==> src/rtl/trig_readout_pkg.sv <==
// Shared constants, FSM encoding and status-word helper for the trigger event readout.
package trig_readout_pkg;

    localparam logic [7:0] CMD_READ_EVENT  = 8'h01;
    localparam logic [7:0] CMD_READ_STATUS = 8'h02;

    localparam int unsigned ID_W  = 16;
    localparam int unsigned HIT_W = 24;
    localparam int unsigned TS_W  = 24;
    localparam int unsigned EVT_W = 64;

    typedef enum logic [2:0] {
        StIdle,
        StCmd,
        StShiftEvt,
        StShiftStat,
        StIgnore,
        StDone
    } rd_state_e;

    function automatic logic [15:0] status_word(input logic [7:0] drops, input logic [4:0] cnt);
        return {drops, 3'b000, cnt};
    endfunction

endpackage

==> src/rtl/event_fifo.sv <==
// Single-clock FIFO with a registered head peek; storage has no reset so it can map to block RAM.
module event_fifo #(
    parameter int unsigned Depth = 16,
    parameter int unsigned Width = 64
) (
    input  logic                   clk_i,
    input  logic                   rst_ni,
    input  logic                   push_i,
    input  logic [Width-1:0]       wdata_i,
    input  logic                   pop_i,
    output logic [Width-1:0]       rdata_o,
    output logic                   full_o,
    output logic                   empty_o,
    output logic [$clog2(Depth):0] count_o
);
    localparam int unsigned AW = $clog2(Depth);
    localparam int unsigned CW = AW + 1;

    logic [Width-1:0] mem_q [Depth];
    logic [Width-1:0] rdata_q;
    logic [AW-1:0]    wr_ptr_q, wr_ptr_d, rd_ptr_q, rd_ptr_d;
    logic [CW-1:0]    count_q, count_d;
    logic             full_q, full_d, empty_q, empty_d;
    logic             do_push, do_pop;

    // A pop in the same cycle frees the slot, so a push to a full FIFO is still accepted.
    always_comb begin
        do_pop   = pop_i & ~empty_q;
        do_push  = push_i & (~full_q | do_pop);
        wr_ptr_d = wr_ptr_q + AW'(do_push);
        rd_ptr_d = rd_ptr_q + AW'(do_pop);
        count_d  = count_q + CW'(do_push) - CW'(do_pop);
        full_d   = (count_d == CW'(Depth));
        empty_d  = (count_d == '0);
    end

    always_ff @(posedge clk_i or negedge rst_ni) begin
        if (!rst_ni) begin
            wr_ptr_q <= '0;
            rd_ptr_q <= '0;
            count_q  <= '0;
            full_q   <= 1'b0;
            empty_q  <= 1'b1;
        end else begin
            wr_ptr_q <= wr_ptr_d;
            rd_ptr_q <= rd_ptr_d;
            count_q  <= count_d;
            full_q   <= full_d;
            empty_q  <= empty_d;
        end
    end

    always_ff @(posedge clk_i) begin
        if (do_push) begin
            mem_q[wr_ptr_q] <= wdata_i;
        end
        rdata_q <= mem_q[rd_ptr_q];
    end

    assign rdata_o = rdata_q;
    assign full_o  = full_q;
    assign empty_o = empty_q;
    assign count_o = count_q;

endmodule

==> src/rtl/sync.sv <==
// Two-flop synchronizer for a single asynchronous input bit.
module sync #(
    parameter logic ResetVal = 1'b0
) (
    input  logic clk_i,
    input  logic rst_ni,
    input  logic d_i,
    output logic q_o
);
    logic [1:0] ff_q;

    always_ff @(posedge clk_i or negedge rst_ni) begin
        if (!rst_ni) begin
            ff_q <= {2{ResetVal}};
        end else begin
            ff_q <= {ff_q[0], d_i};
        end
    end

    assign q_o = ff_q[1];

endmodule

==> src/rtl/trig_event_readout.sv <==
// Trigger event buffer: queues {id, hits, timestamp} words and serves them to an MCU over SPI.
module trig_event_readout
    import trig_readout_pkg::*;
#(
    parameter int unsigned DEPTH = 16
) (
    input  logic                   pll_clk,
    input  logic                   reset,
    input  logic                   id_valid,
    input  logic [ID_W-1:0]        trigger_id,
    input  logic [HIT_W-1:0]       hit_pattern,
    input  logic                   spi_clk,
    input  logic                   spi_cs,
    input  logic                   spi_si,
    output logic                   spi_so,
    output logic                   interrupt,
    output logic [$clog2(DEPTH):0] fifo_count,
    output logic                   overflow
);
    logic [TS_W-1:0]  ts_q, ts_d;
    logic             sclk_s, scs_s, ssi_s;
    logic             sclk_q, scs_q;
    logic             clk_rise, clk_fall, cs_fall;
    rd_state_e        state_q, state_d;
    logic [5:0]       bit_cnt_q, bit_cnt_d;
    logic [7:0]       cmd_q, cmd_d;
    logic [EVT_W-1:0] shreg_q, shreg_d;
    logic             out_bit_q, out_bit_d;
    logic             evt_load_q, evt_load_d;
    logic             evt_valid_q, evt_valid_d;
    logic [7:0]       drop_q, drop_d;
    logic             irq_q, so_q, so_d;
    logic             pop, stat_clr, drop;
    logic             fifo_full, fifo_empty;
    logic [EVT_W-1:0] fifo_rdata;
    logic [7:0]       cnt8;

    sync #(.ResetVal(1'b0)) u_sync_clk (.clk_i(pll_clk), .rst_ni(reset), .d_i(spi_clk), .q_o(sclk_s));
    sync #(.ResetVal(1'b1)) u_sync_cs  (.clk_i(pll_clk), .rst_ni(reset), .d_i(spi_cs),  .q_o(scs_s));
    sync #(.ResetVal(1'b0)) u_sync_si  (.clk_i(pll_clk), .rst_ni(reset), .d_i(spi_si),  .q_o(ssi_s));

    event_fifo #(
        .Depth(DEPTH),
        .Width(EVT_W)
    ) u_fifo (
        .clk_i  (pll_clk),
        .rst_ni (reset),
        .push_i (id_valid),
        .wdata_i({trigger_id, hit_pattern, ts_q}),
        .pop_i  (pop),
        .rdata_o(fifo_rdata),
        .full_o (fifo_full),
        .empty_o(fifo_empty),
        .count_o(fifo_count)
    );

    assign clk_rise = sclk_s & ~sclk_q;
    assign clk_fall = ~sclk_s & sclk_q;
    assign cs_fall  = ~scs_s & scs_q;
    assign cnt8     = 8'(fifo_count);

    always_comb begin
        state_d     = state_q;
        bit_cnt_d   = bit_cnt_q;
        cmd_d       = cmd_q;
        shreg_d     = shreg_q;
        out_bit_d   = out_bit_q;
        evt_load_d  = 1'b0;
        evt_valid_d = evt_valid_q;
        pop         = 1'b0;
        stat_clr    = 1'b0;
        if (scs_s) begin
            // Deselect abandons the frame; an unfinished pop or clear never happens.
            state_d     = StIdle;
            bit_cnt_d   = '0;
            out_bit_d   = 1'b0;
            evt_valid_d = 1'b0;
        end else begin
            unique case (state_q)
                StIdle: begin
                    if (cs_fall) begin
                        state_d   = StCmd;
                        bit_cnt_d = '0;
                    end
                end
                StCmd: begin
                    if (clk_rise) begin
                        cmd_d     = {cmd_q[6:0], ssi_s};
                        bit_cnt_d = bit_cnt_q + 6'd1;
                        if (bit_cnt_q == 6'd7) begin
                            bit_cnt_d = '0;
                            out_bit_d = 1'b0;
                            shreg_d   = '0;
                            if (cmd_d == CMD_READ_EVENT) begin
                                state_d     = StShiftEvt;
                                evt_load_d  = ~fifo_empty;
                                evt_valid_d = ~fifo_empty;
                            end else if (cmd_d == CMD_READ_STATUS) begin
                                state_d = StShiftStat;
                                shreg_d = {status_word(drop_q, cnt8[4:0]), {(EVT_W - 16){1'b0}}};
                            end else begin
                                state_d = StIgnore;
                            end
                        end
                    end
                end
                StShiftEvt, StShiftStat: begin
                    // Head data is taken one cycle after decode, once the read port has settled.
                    if (evt_load_q) begin
                        shreg_d = fifo_rdata;
                    end
                    if (clk_fall) begin
                        out_bit_d = shreg_q[EVT_W-1];
                        shreg_d   = {shreg_q[EVT_W-2:0], 1'b0};
                    end
                    if (clk_rise) begin
                        bit_cnt_d = bit_cnt_q + 6'd1;
                        if (state_q == StShiftEvt && bit_cnt_q == 6'd63) begin
                            pop     = evt_valid_q;
                            state_d = StDone;
                        end else if (state_q == StShiftStat && bit_cnt_q == 6'd15) begin
                            stat_clr = 1'b1;
                            state_d  = StDone;
                        end
                    end
                end
                StIgnore, StDone: begin
                    out_bit_d = 1'b0;
                end
                default: state_d = StIdle;
            endcase
        end
    end

    always_comb begin
        ts_d   = ts_q + TS_W'(1);
        drop   = id_valid & fifo_full & ~pop;
        drop_d = drop_q;
        if (stat_clr) begin
            drop_d = {7'd0, drop};
        end else if (drop && drop_q != 8'hFF) begin
            drop_d = drop_q + 8'd1;
        end
        so_d = ~scs_s & out_bit_q & (state_q == StShiftEvt || state_q == StShiftStat);
    end

    always_ff @(posedge pll_clk or negedge reset) begin
        if (!reset) begin
            ts_q        <= '0;
            sclk_q      <= 1'b0;
            scs_q       <= 1'b1;
            state_q     <= StIdle;
            bit_cnt_q   <= '0;
            cmd_q       <= '0;
            shreg_q     <= '0;
            out_bit_q   <= 1'b0;
            evt_load_q  <= 1'b0;
            evt_valid_q <= 1'b0;
            drop_q      <= '0;
            irq_q       <= 1'b1;
            so_q        <= 1'b0;
        end else begin
            ts_q        <= ts_d;
            sclk_q      <= sclk_s;
            scs_q       <= scs_s;
            state_q     <= state_d;
            bit_cnt_q   <= bit_cnt_d;
            cmd_q       <= cmd_d;
            shreg_q     <= shreg_d;
            out_bit_q   <= out_bit_d;
            evt_load_q  <= evt_load_d;
            evt_valid_q <= evt_valid_d;
            drop_q      <= drop_d;
            irq_q       <= fifo_empty;
            so_q        <= so_d;
        end
    end

    assign spi_so    = so_q;
    assign interrupt = irq_q;
    assign overflow  = |drop_q;

endmodule

==> config.mk <==
export PLATFORM = sky130hd
export DESIGN_NAME = trig_event_readout
export DESIGN_NICKNAME = d
export VERILOG_FILES = /design/src/rtl/trig_readout_pkg.sv /design/src/rtl/event_fifo.sv /design/src/rtl/sync.sv /design/src/rtl/trig_event_readout.sv
export SDC_FILE = /design/constraint.sdc
export NUM_CORES = 1
export LEC_CHECK = 0
export BUFFER_PORTS_ARGS = -buffer_cell sky130_fd_sc_hd__buf_4
export CAP_MARGIN = 20
export CORE_MARGIN = 1.5
export CORE_UTILIZATION = 35
export DETAILED_ROUTE_END_ITERATION = 16
export GPL_ROUTABILITY_DRIVEN = 1
export PLACE_DENSITY = 0.54
export SYNTH_ARGS = -nofsm -noshare
export SYNTH_HDL_FRONTEND = slang
export SYNTH_SLANG_ARGS = --single-unit
==> constraint.sdc <==
create_clock -name pll_clk -period 10.4 [get_ports pll_clk]
set_input_delay 1.04 -clock pll_clk [delete_from_list [all_inputs] [get_ports pll_clk]]
set_output_delay 1.04 -clock pll_clk [all_outputs]
set_load 0.01 [all_outputs]
==> results.toml, run 1 <==
[finish]
drive_above_1_share_pct = 30.2
area_growth_pct = 14.9
nets = 2379
fill_cells = 11564
utilization_pct = 40.5

[route]
wl_per_cell_um = 25.0
vias = 21827
antenna_left = 0
wl_met3_um = 4560
routed_via_density = 5.20
wl_met2_um = 53700
routed.top_layer = "met5"
drtIter0Drc = 1948
drt_wl_total_um = 105000
wl_met1_um = 44400
first_pass_iters = 6
drc_errors = 0

[timing]
drv_slew = 0
fin_crit_sh_pct = 36.8
worstMarginPinSlew_ps = 1130
tns_ps = 0
fin_skew_ps = 19.9
fin_crit_ps = 3830
final_hold_viol_count = 0
fmax_mhz = 261
rsz0062_at_grt = "no"
setup_viol = 0
maxSlewHeadroom_pct = 24.8

[global_route]
grt_pass1_wl_um = 157000
grt_usage_pct = 15.6
grt_max_degree = 114
overflow = 0
grt_pass1_vias = 23473
antenna_found_initial = 5

[yosys]
ys_warn_count = 0
avgSynthCellArea_um2 = 21.5
ys_seq_elements = 1228
syn-num-nets = 2244
synth_area_um2 = 47000
synthCells = 2186
synth_ff_type = "edfxtp_1"
synth_edf_count = 1024
async_reset_ff_share_pct = 11.4
yosysSeqAreaShare_pct = 75.6
yosysUniqueCellTypes = 68

[die]
initial_core_util_pct = 35.3
rows = 134
dieArea_um2 = 136000
die_y_um = 369
die-width_um = 369
io_pins = 54
coreArea_um2 = 133000

[clock_network]
cts_buffers = 132
cts-root-buf = "clkbuf_16"
h-tree-depth = 4
clk_latency_ps = 720
clk_pin_slew_worst_paths_ps = 60
cts.repair.resized = 0
post_cts_buffers = 0
clockBufferDepth = 3
cts-hold-fix-buffers = 0
cts_sinks = 1228
cts_tree = "built"

[pwr]
power.leakage_uw = 0.0172
vdd_drop_max_v = 0.000172
p_per_area_nw_per_um2 = 221

[min_path]
hold_class = "register to register"
hold_path_depth = 0

[worst_setup_path]
reg2regPathDepth = 6
worstSetupPathType = "register to register"
critPathLaunchType = "register"
end_kind = "register"
cp.arrival_ps = 4160
crit_required_ps = 10740
critPathMaxFanout = 40

[place]
io_buffers = 53
hpwl_um = 52100
gp_congestion = 0.773

[status]
status = "finished, final reports clean"

[job]
max_cap_violations = 0
[area by class of cell]
type	instances	area, um2	share of cell area, %
Multi-Input combinational cell	821	10900	20.1
Tap cell	1768	2210	4.09
Sequential cell	1228	35600	65.8
Timing Repair Buffer	112	905	1.67
Clock buffer	179	3770	6.98
Inverter	26	97.6	0.181
Clock inverter	60	601	1.11
Antenna cell	2	5.00	0.00926
[critical path: stages, from the launching register on]
cell and delay [ps]:
dfrtp_1 540, nor4bb_1 450, and4b_1 420, o21ai_2 110
buf_8 170, nor3_2 860, buf_4 840
[placed cells by master (no fill, tap or decap), types with 7 or more instances in the layout]
cell	n
clkinv_2	22
edfxtp_1	1024
xnor2_1	24
nand2_1	124
mux4_2	318
o21ai_0	7
mux2i_1	18
nor2_1	15
o22ai_1	15
clkbuf_16	141
ha_1	11
o211ai_1	8
clkbuf_1	28
clkbuf_8	10
xor2_1	8
bufinv_16	12
nor3_2	9
inv_1	26
clkinv_1	18
dfxtp_1	64
buf_4	107
nand3_1	18
nand4_1	11
a21oi_1	60
mux2_2	12
nor3_1	14
dfrtp_1	131
mux2_4	60
[power breakdown]
| group | leakage [uW] | internal [uW] | total, uW | switching, uW |
|---|---|---|---|---|
| logic | 0.00352 | 424 | 1180 | 757 |
| clock network | 0.00214 | 2830 | 4690 | 1860 |
| registers | 0.0116 | 5900 | 6100 | 193 |
| total | 0.0172 | 9160 | 12000 | 2800 |
[state kept, by name (all words and copies together) (netlist names), 2 cells and up]
name,count
ts_q,24
u_fifo.rd_ptr_q,4
u_fifo.count_o,5
u_fifo.rdata_o,64
state_q,3
u_sync_cs.ff_q,2
u_fifo.mem_q,1024
shreg_q,64
u_fifo.wr_ptr_q,4
drop_q,8
u_sync_clk.ff_q,2
bit_cnt_q,6
u_sync_si.ff_q,2
cmd_q,7
[per-stage QoR]
stage	worst slack (ps)	power, uW	cells	cell area, um2	hold slack [ps]
after global placement	6430	7350	3952	49600	348
after CTS	6350	12100	4191	53900	364
after global routing	6340	12400	4196	54000	367
final	6580	12000	4196	54000	357
after detailed placement	6360	7390	3952	49600	347
after floorplan	2160	6920	2186	47000	331
[per-layer routing]
| layer | GRT usage [%] | vias to the layer above |
|---|---|---|
| li1 | - | 9238 |
| met1 | 20.5 | 11888 |
| met2 | 26.9 | 538 |
| met3 | 2.49 | 159 |
| met4 | 4.35 | 4 |
| met5 | 0 | - |
[cell usage after synthesis, drive strengths merged, types with 4 or more instances]
cell    instances  area [um2]
a211oi          4        42.5
a21oi          60         300
and2            5        31.3
and3            6        37.5
and4            4        35.0
and4b           4        41.3
buf            37         229
clkbuf         72         342
dfrtp         135        3380
dfstp           5         131
dfxtp          64        1280
edfxtp       1024       30700
ha             11         138
inv            26        97.6
mux2           72        1040
mux2i          18         180
mux4          318        7160
nand2         124         465
nand2b          6        37.5
nand3          18        90.1
nand4          11        68.8
nor2           16        60.1
nor2b           6        37.5
nor3           23         115
nor3b           6        50.1
nor4           11        68.8
o211ai          8        60.1
o21ai           8        40.0
o22ai          15        93.8
xnor2          24         210
xor2            8        70.1
[final timing paths]
| path | start | endpoint | slack (ps) |
|---|---|---|---|
| max in group asynchronous | reset | u_fifo.rd_ptr_q[3] | 8450 |
| setup reg to reg | state_q[2] | u_fifo.mem_q[12][24] | 6580 |
| setup / recovery | state_q[2] | u_fifo.mem_q[12][24] | 6580 |
| min in group asynchronous | reset | drop_q[3] | 400 |
| hold reg to reg | u_sync_si.ff_q[0] | u_sync_si.ff_q[1] | 360 |
| hold / removal | u_sync_si.ff_q[0] | u_sync_si.ff_q[1] | 360 |
[cells by family (layout without fill, tap and decap cells)]
family | count (synthesis) | in the layout | synth area share, %
buffers and inverters | 137 | 377 | 1.46
XOR/XNOR | 32 | 32 | 0.596
AND/OR/NAND/NOR | 252 | 252 | 2.63
adder cells (fa/ha/maj) | 12 | 12 | 0.335
AO/OA/AOI/OAI | 117 | 117 | 1.54
multiplexers | 408 | 408 | 17.8
other | 0 | 2 | 0
flip-flops | 1228 | 1228 | 75.6
Power figures use the tool's default switching activity.
==> run 2: changes to the inputs <==
--- a/config.mk
+++ b/config.mk
@@ -11,7 +11,7 @@
 export CORE_UTILIZATION = 35
 export DETAILED_ROUTE_END_ITERATION = 16
 export GPL_ROUTABILITY_DRIVEN = 1
-export PLACE_DENSITY = 0.54
+export PLACE_DENSITY = 0.56
 export SYNTH_ARGS = -nofsm -noshare
 export SYNTH_HDL_FRONTEND = slang
 export SYNTH_SLANG_ARGS = --single-unit
==> constraint.sdc (replaced) <==
create_clock -name pll_clk -period 3.3 [get_ports pll_clk]
set_input_delay 0.33 -clock pll_clk [delete_from_list [all_inputs] [get_ports pll_clk]]
set_output_delay 0.33 -clock pll_clk [all_outputs]
set_load 0.01 [all_outputs]
==> run 2 against run 1 <==
  * Clock skew is 11 ps higher
  * Combinational power rose to 3.5 times the previous value
  * Die area did not move
  * Clock power grew to 2.9 times the previous value
  * Sequential power increased to 3.1 times the previous value
  * Clock-buffer cell count is 17 lower
  * Highest routed layer unchanged
==> results.toml, run 2 (synthesis gave the netlist of run 1 again) <==
[clock_network]
cts-hold-fix-buffers = 44
cts_sinks = 1228
clk_latency_ps = 710
h-tree-depth = 3
cts-root-buf = "clkbuf_16"
cts.repair.resized = 0
clk_pin_slew_worst_paths_ps = 60
post_cts_buffers = 0
clockBufferDepth = 3
cts_tree = "built"
cts_buffers = 119

[worst_setup_path]
critPathLaunchType = "register"
critPathMaxFanout = 6
crit_required_ps = 3890
end_kind = "register"
worstSetupPathType = "register to register"
cp.arrival_ps = 3670

[finish]
drive_above_1_share_pct = 29.7
finalNonFillerCells = 4246
n_antenna_cell = 0
largest_reg_flops = 1024
area_growth_pct = 16.7
utilization_pct = 41.1
final_common_cell = "edfxtp_1"
final_cell_mix = "edfxtp_1 (1024), mux4_2 (318), dfrtp_1 (131)"
nets = 2432
top_register = "u_fifo.mem_q"

[timing]
maxSlewHeadroom_pct = 31.2
fmax_mhz = 325
setup_viol = 0
worstMarginPinSlew_ps = 1030
fin_crit_sh_pct = 93.2
fin_crit_ps = 3080
rsz0062_at_grt = "no"
tns_ps = 0
final_hold_viol_count = 0
drv_slew = 0
fin_skew_ps = 30.7

[pwr]
netSwitchingFraction_pct = 24.0
intPower_uw = 28100
combPwrFrac_pct = 11.0
p_seq_share_pct = 52.0
power.switching_uw = 8870
vdd_drop_max_v = 0.000409
p_total_uw = 37000
p_per_area_nw_per_um2 = 674
pwr-share-clk_pct = 37.0
power.leakage_uw = 0.0175

[job]
max_cap_violations = 0

[place]
hpwl_um = 54700
io_buffers = 53
gp_congestion = 0.766
post-place-cells = 3977

[route]
first_pass_iters = 5
drc_errors = 0
drtIter0Drc = 2100
routed_via_density = 5.18
antenna_left = 0
drt_wl_total_um = 104000
vias = 21999
wl_per_cell_um = 24.4

[global_route]
antenna_found_initial = 3
overflow = 0
grt_pass1_vias = 23614
grt_max_degree = 79
grt_pass1_wl_um = 155000
grt_usage_pct = 15.3

[status]
status = "finished, final reports clean"

[die]
initial_core_util_pct = 35.3
dieArea_um2 = 136000
die-width_um = 369
die_y_um = 369
coreArea_um2 = 133000
rows = 134
io_pins = 54

[min_path]
hold_class = "input port to register"
-- run 2: changes by cell type in the layout (fill, tap and decap cells not counted), moves of 3 or more --
cell	before	now
buf_4	107	88
inv_6	2	5
dlygate4sd3_1	0	44
nor3_4	0	9
nor4_2	6	0
buf_12	1	45
clkbuf_1	28	35
clkinvlp_4	6	3
clkinv_2	22	19
clkbuf_16	141	120
clkbuf_8	10	7
nor3_2	9	0
clkinv_4	0	3
nor4_4	0	6
-- run 2: power by group through the flow --
stage	combinational (uW)	clock, uW	sequential, uW
3_3_place_gp	4010	0	19400
5_1_grt	4370	14600	19300
4_1_cts	4160	14000	19200
2_1_floorplan	2510	0	19300
6_report	4080	13700	19200
3_5_place_dp	4090	0	19500
-- run 2: layout make-up --
| class | count | area [um2] |
|---|---|---|
| Clock inverter | 63 | 732 |
| Multi-Input combinational cell | 821 | 11000 |
| Clock buffer | 162 | 3230 |
| Sequential cell | 1228 | 35600 |
| Fill cell | 11519 | 78400 |
| Tap cell | 1768 | 2210 |
| Timing Repair Buffer | 178 | 2010 |
| Inverter | 26 | 97.6 |
-- run 2: per-stage QoR --
step           hold slack [ps]  cell area (um2)  setup slack (ps)
5_1_grt                   23.8            54800              65.0
4_1_cts                   16.5            54800               216
6_report                  48.2            54800               225
3_3_place_gp               346            50400               254
3_5_place_dp               342            50400               257
2_1_floorplan             34.4            47200              -601
-- run 2: path summary, 6_finish.rpt --
path / start / endpoint / slack (ps) / depth (start not counted)
min: id_valid / u_fifo.wr_ptr_q[0] / 50 / 4
min in group asynchronous: reset / drop_q[4] / 240 / 2
max in group asynchronous: reset / shreg_q[38] / 2160 / 3
min reg2reg: u_sync_si.ff_q[0] / u_sync_si.ff_q[1] / 360 / 0
max reg2reg: bit_cnt_q[0] / u_fifo.full_o / 220 / 11
max: bit_cnt_q[0] / u_fifo.full_o / 220 / 11
-- run 2: routing by layer --
layer	track usage [%]	vias to the layer above	wire [um]
li1	-	9362	-
met3	2.44	167	4940
met4	4.26	4	2580
met1	21.0	11881	45300
met5	0	-	28
met2	25.3	585	50900
-- run 2: critical path: stages (launching register included) --
cell and delay [ps]:
dfrtp_1 400, ha_1 260, and4b_1 250, and4b_1 330
o21ai_4 190, inv_1 80, ha_1 230, fa_1 440
a21o_1 190, a21oi_1 190, xnor2_1 190, nor3b_1 230
==> run 3: changes to the inputs <==
--- a/config.mk
+++ b/config.mk
@@ -7,11 +7,14 @@
 export LEC_CHECK = 0
 export BUFFER_PORTS_ARGS = -buffer_cell sky130_fd_sc_hd__buf_4
 export CAP_MARGIN = 20
+export CELL_PAD_IN_SITES_DETAIL_PLACEMENT = 0
+export CELL_PAD_IN_SITES_GLOBAL_PLACEMENT = 2
 export CORE_MARGIN = 1.5
 export CORE_UTILIZATION = 35
 export DETAILED_ROUTE_END_ITERATION = 16
 export GPL_ROUTABILITY_DRIVEN = 1
-export PLACE_DENSITY = 0.56
+export PLACE_DENSITY = 0.65
+export REMOVE_ABC_BUFFERS = 1
 export SYNTH_ARGS = -nofsm -noshare
 export SYNTH_HDL_FRONTEND = slang
 export SYNTH_SLANG_ARGS = --single-unit
==> run 3 against run 2 <==
  * Hold slack improved by 41 ps
  * Design area about the same
  * First-iteration DRC count fell by 18%
  * Register-to-register slack improved by 98 ps
  * Critical path depth is the same
  * Maximum frequency increased by 3.3%
  * Clock-buffer cell count rose by 11
  * Sequential share of layout area decreased by 0.052 points
  * Clock skew decreased by 4.2 ps
  * Power rose by 0.67%
  * Die area unchanged
  * Critical path type unchanged
  * Largest cell class unchanged
==> results.toml, run 3 (synthesis gave the netlist of run 1 again) <==
[finish]
regArea_um2 = 35600
top_register = "u_fifo.mem_q"
nets = 2439
final_area_um2 = 54900
final_cell_mix = "edfxtp_1 (1024), mux4_2 (318), dfrtp_1 (131)"
fill_cells = 11578
drive_above_1_share_pct = 30.5
multi_input_area_um2 = 10900
area_growth_pct = 16.8
largest_reg_flops = 1024
final_common_cell = "edfxtp_1"

[route]
drtIter0Drc = 1719
wl_per_cell_um = 24.9
antenna_left = 0
drc_errors = 0
drt_wl_total_um = 106000
routed_via_density = 5.15
first_pass_iters = 5
vias = 21934

[job]
max_cap_violations = 0

[global_route]
grt_pass1_vias = 23541
grt_max_degree = 90
antenna_found_initial = 1
grt_usage_pct = 15.7
grt_pass1_wl_um = 158000
overflow = 0

[place]
hpwl_um = 57700
io_buffers = 53
dpl_cell_area_um2 = 50300
gp_congestion = 0.746
pre_cts_ws_ps = 356

[clock_network]
cts_buffers = 121
cts_tree = "built"
clockBufferDepth = 3
h-tree-depth = 3
clk_pin_slew_worst_paths_ps = 60
cts_sinks = 1228
clk_latency_ps = 730
cts-root-buf = "clkbuf_16"

[die]
die_y_um = 369
coreArea_um2 = 133000
die-width_um = 369
rows = 134
io_pins = 54
initial_core_util_pct = 35.3
dieArea_um2 = 136000

[worst_setup_path]
cp.arrival_ps = 3610
crit_required_ps = 3930
worstSetupPathType = "register to register"
end_kind = "register"
critPathLaunchType = "register"
critPathMaxFanout = 6

[timing]
fin_ws_ps = 323
fin_crit_ps = 2980
drv_slew = 0
worstMarginPinSlew_ps = 974
rsz0062_at_grt = "no"
tns_ps = 0
maxSlewHeadroom_pct = 35.1
setup_viol = 0
fin_skew_ps = 26.4
final_hold_viol_count = 0
fin_crit_sh_pct = 90.2
timing.hold.ws_ps = 89.0
fmax_mhz = 336

[pwr]
vdd_drop_max_v = 0.000467
p_total_uw = 37200
p_per_area_nw_per_um2 = 678
power.leakage_uw = 0.0175

[status]
status = "finished, final reports clean"

[min_path]
hold_class = "input port to async pin"
==> run 3: changes by cell type in the layout (fill, tap and decap cells not counted), sizes merged <==
cell / previous run / this run
clkbuf: 162 / 173
clkinv: 41 / 36
clkinvlp: 3 / 8
buf: 134 / 138
bufinv: 14 / 11
inv: 31 / 29
diode: 0 / 1
dlygate4sd3: 44 / 45
==> run 3: layout make-up <==
type	count	area share [%]
Clock inverter	58	1.14
Timing Repair Buffer	183	3.69
Multi-Input combinational cell	821	19.8
Antenna cell	1	0.00456
Tap cell	1768	4.03
Inverter	26	0.178
Clock buffer	173	6.37
Sequential cell	1228	64.8
==> run 3: per-layer routing <==
metal | routed length [um] | track usage [%]
met1 | 46400 | 21.3
met2 | 53100 | 26.4
met3 | 4550 | 2.16
met4 | 2080 | 4.35
met5 | 8 | 0
==> run 3: worst paths after layout <==
check                                       start           endpoint  slack, ps  depth (start not counted)
worst max register to register       bit_cnt_q[0]      u_fifo.full_o        320                         11
worst min-delay path                        reset        shreg_q[30]         90                          2
worst min register to register  u_sync_cs.ff_q[0]  u_sync_cs.ff_q[1]        360                          0
worst max-delay path                 bit_cnt_q[0]      u_fifo.full_o        320                         11
max in group asynchronous                   reset  u_sync_cs.ff_q[0]       2370                          4
min in group pll_clk                       spi_si  u_sync_si.ff_q[0]        270                          2
==> run 3: critical path, cell delays in order, from the launching register on <==
cell     delay [ps]
dfrtp_1         400
ha_1            260
and4b_1         240
and4b_1         280
o21ai_2         180
inv_1            90
ha_1            240
fa_1            430
a21o_1          180
a21oi_1         170
xnor2_1         190
nor3b_1         230
==> run 3: per-stage QoR <==
| step | utilization (%) | instances |
|---|---|---|
| 2_1_floorplan | - | 2075 |
| 3_3_place_gp | 37.7 | 3980 |
| 3_5_place_dp | 37.7 | 3980 |
| 4_1_cts | 41.2 | 4256 |
| 5_1_grt | 41.2 | 4257 |
| 6_report | 41.2 | 4258 |
==> run 3: repair_timing <==
action                    4_1_cts  5_1_grt
resized for setup               0        0
hold endpoints to repair      725        0
hold buffers                   45        0
buffers inserted                0        0
==> run 3: power breakdown <==
part           switching, uW  internal (uW)  total, uW  leakage (uW)
Combinational           2430           1510       3930       0.00396
Clock                   5860           8230      14100       0.00202
Sequential               596          18600      19200        0.0116
Total                   8880          28300      37200        0.0175
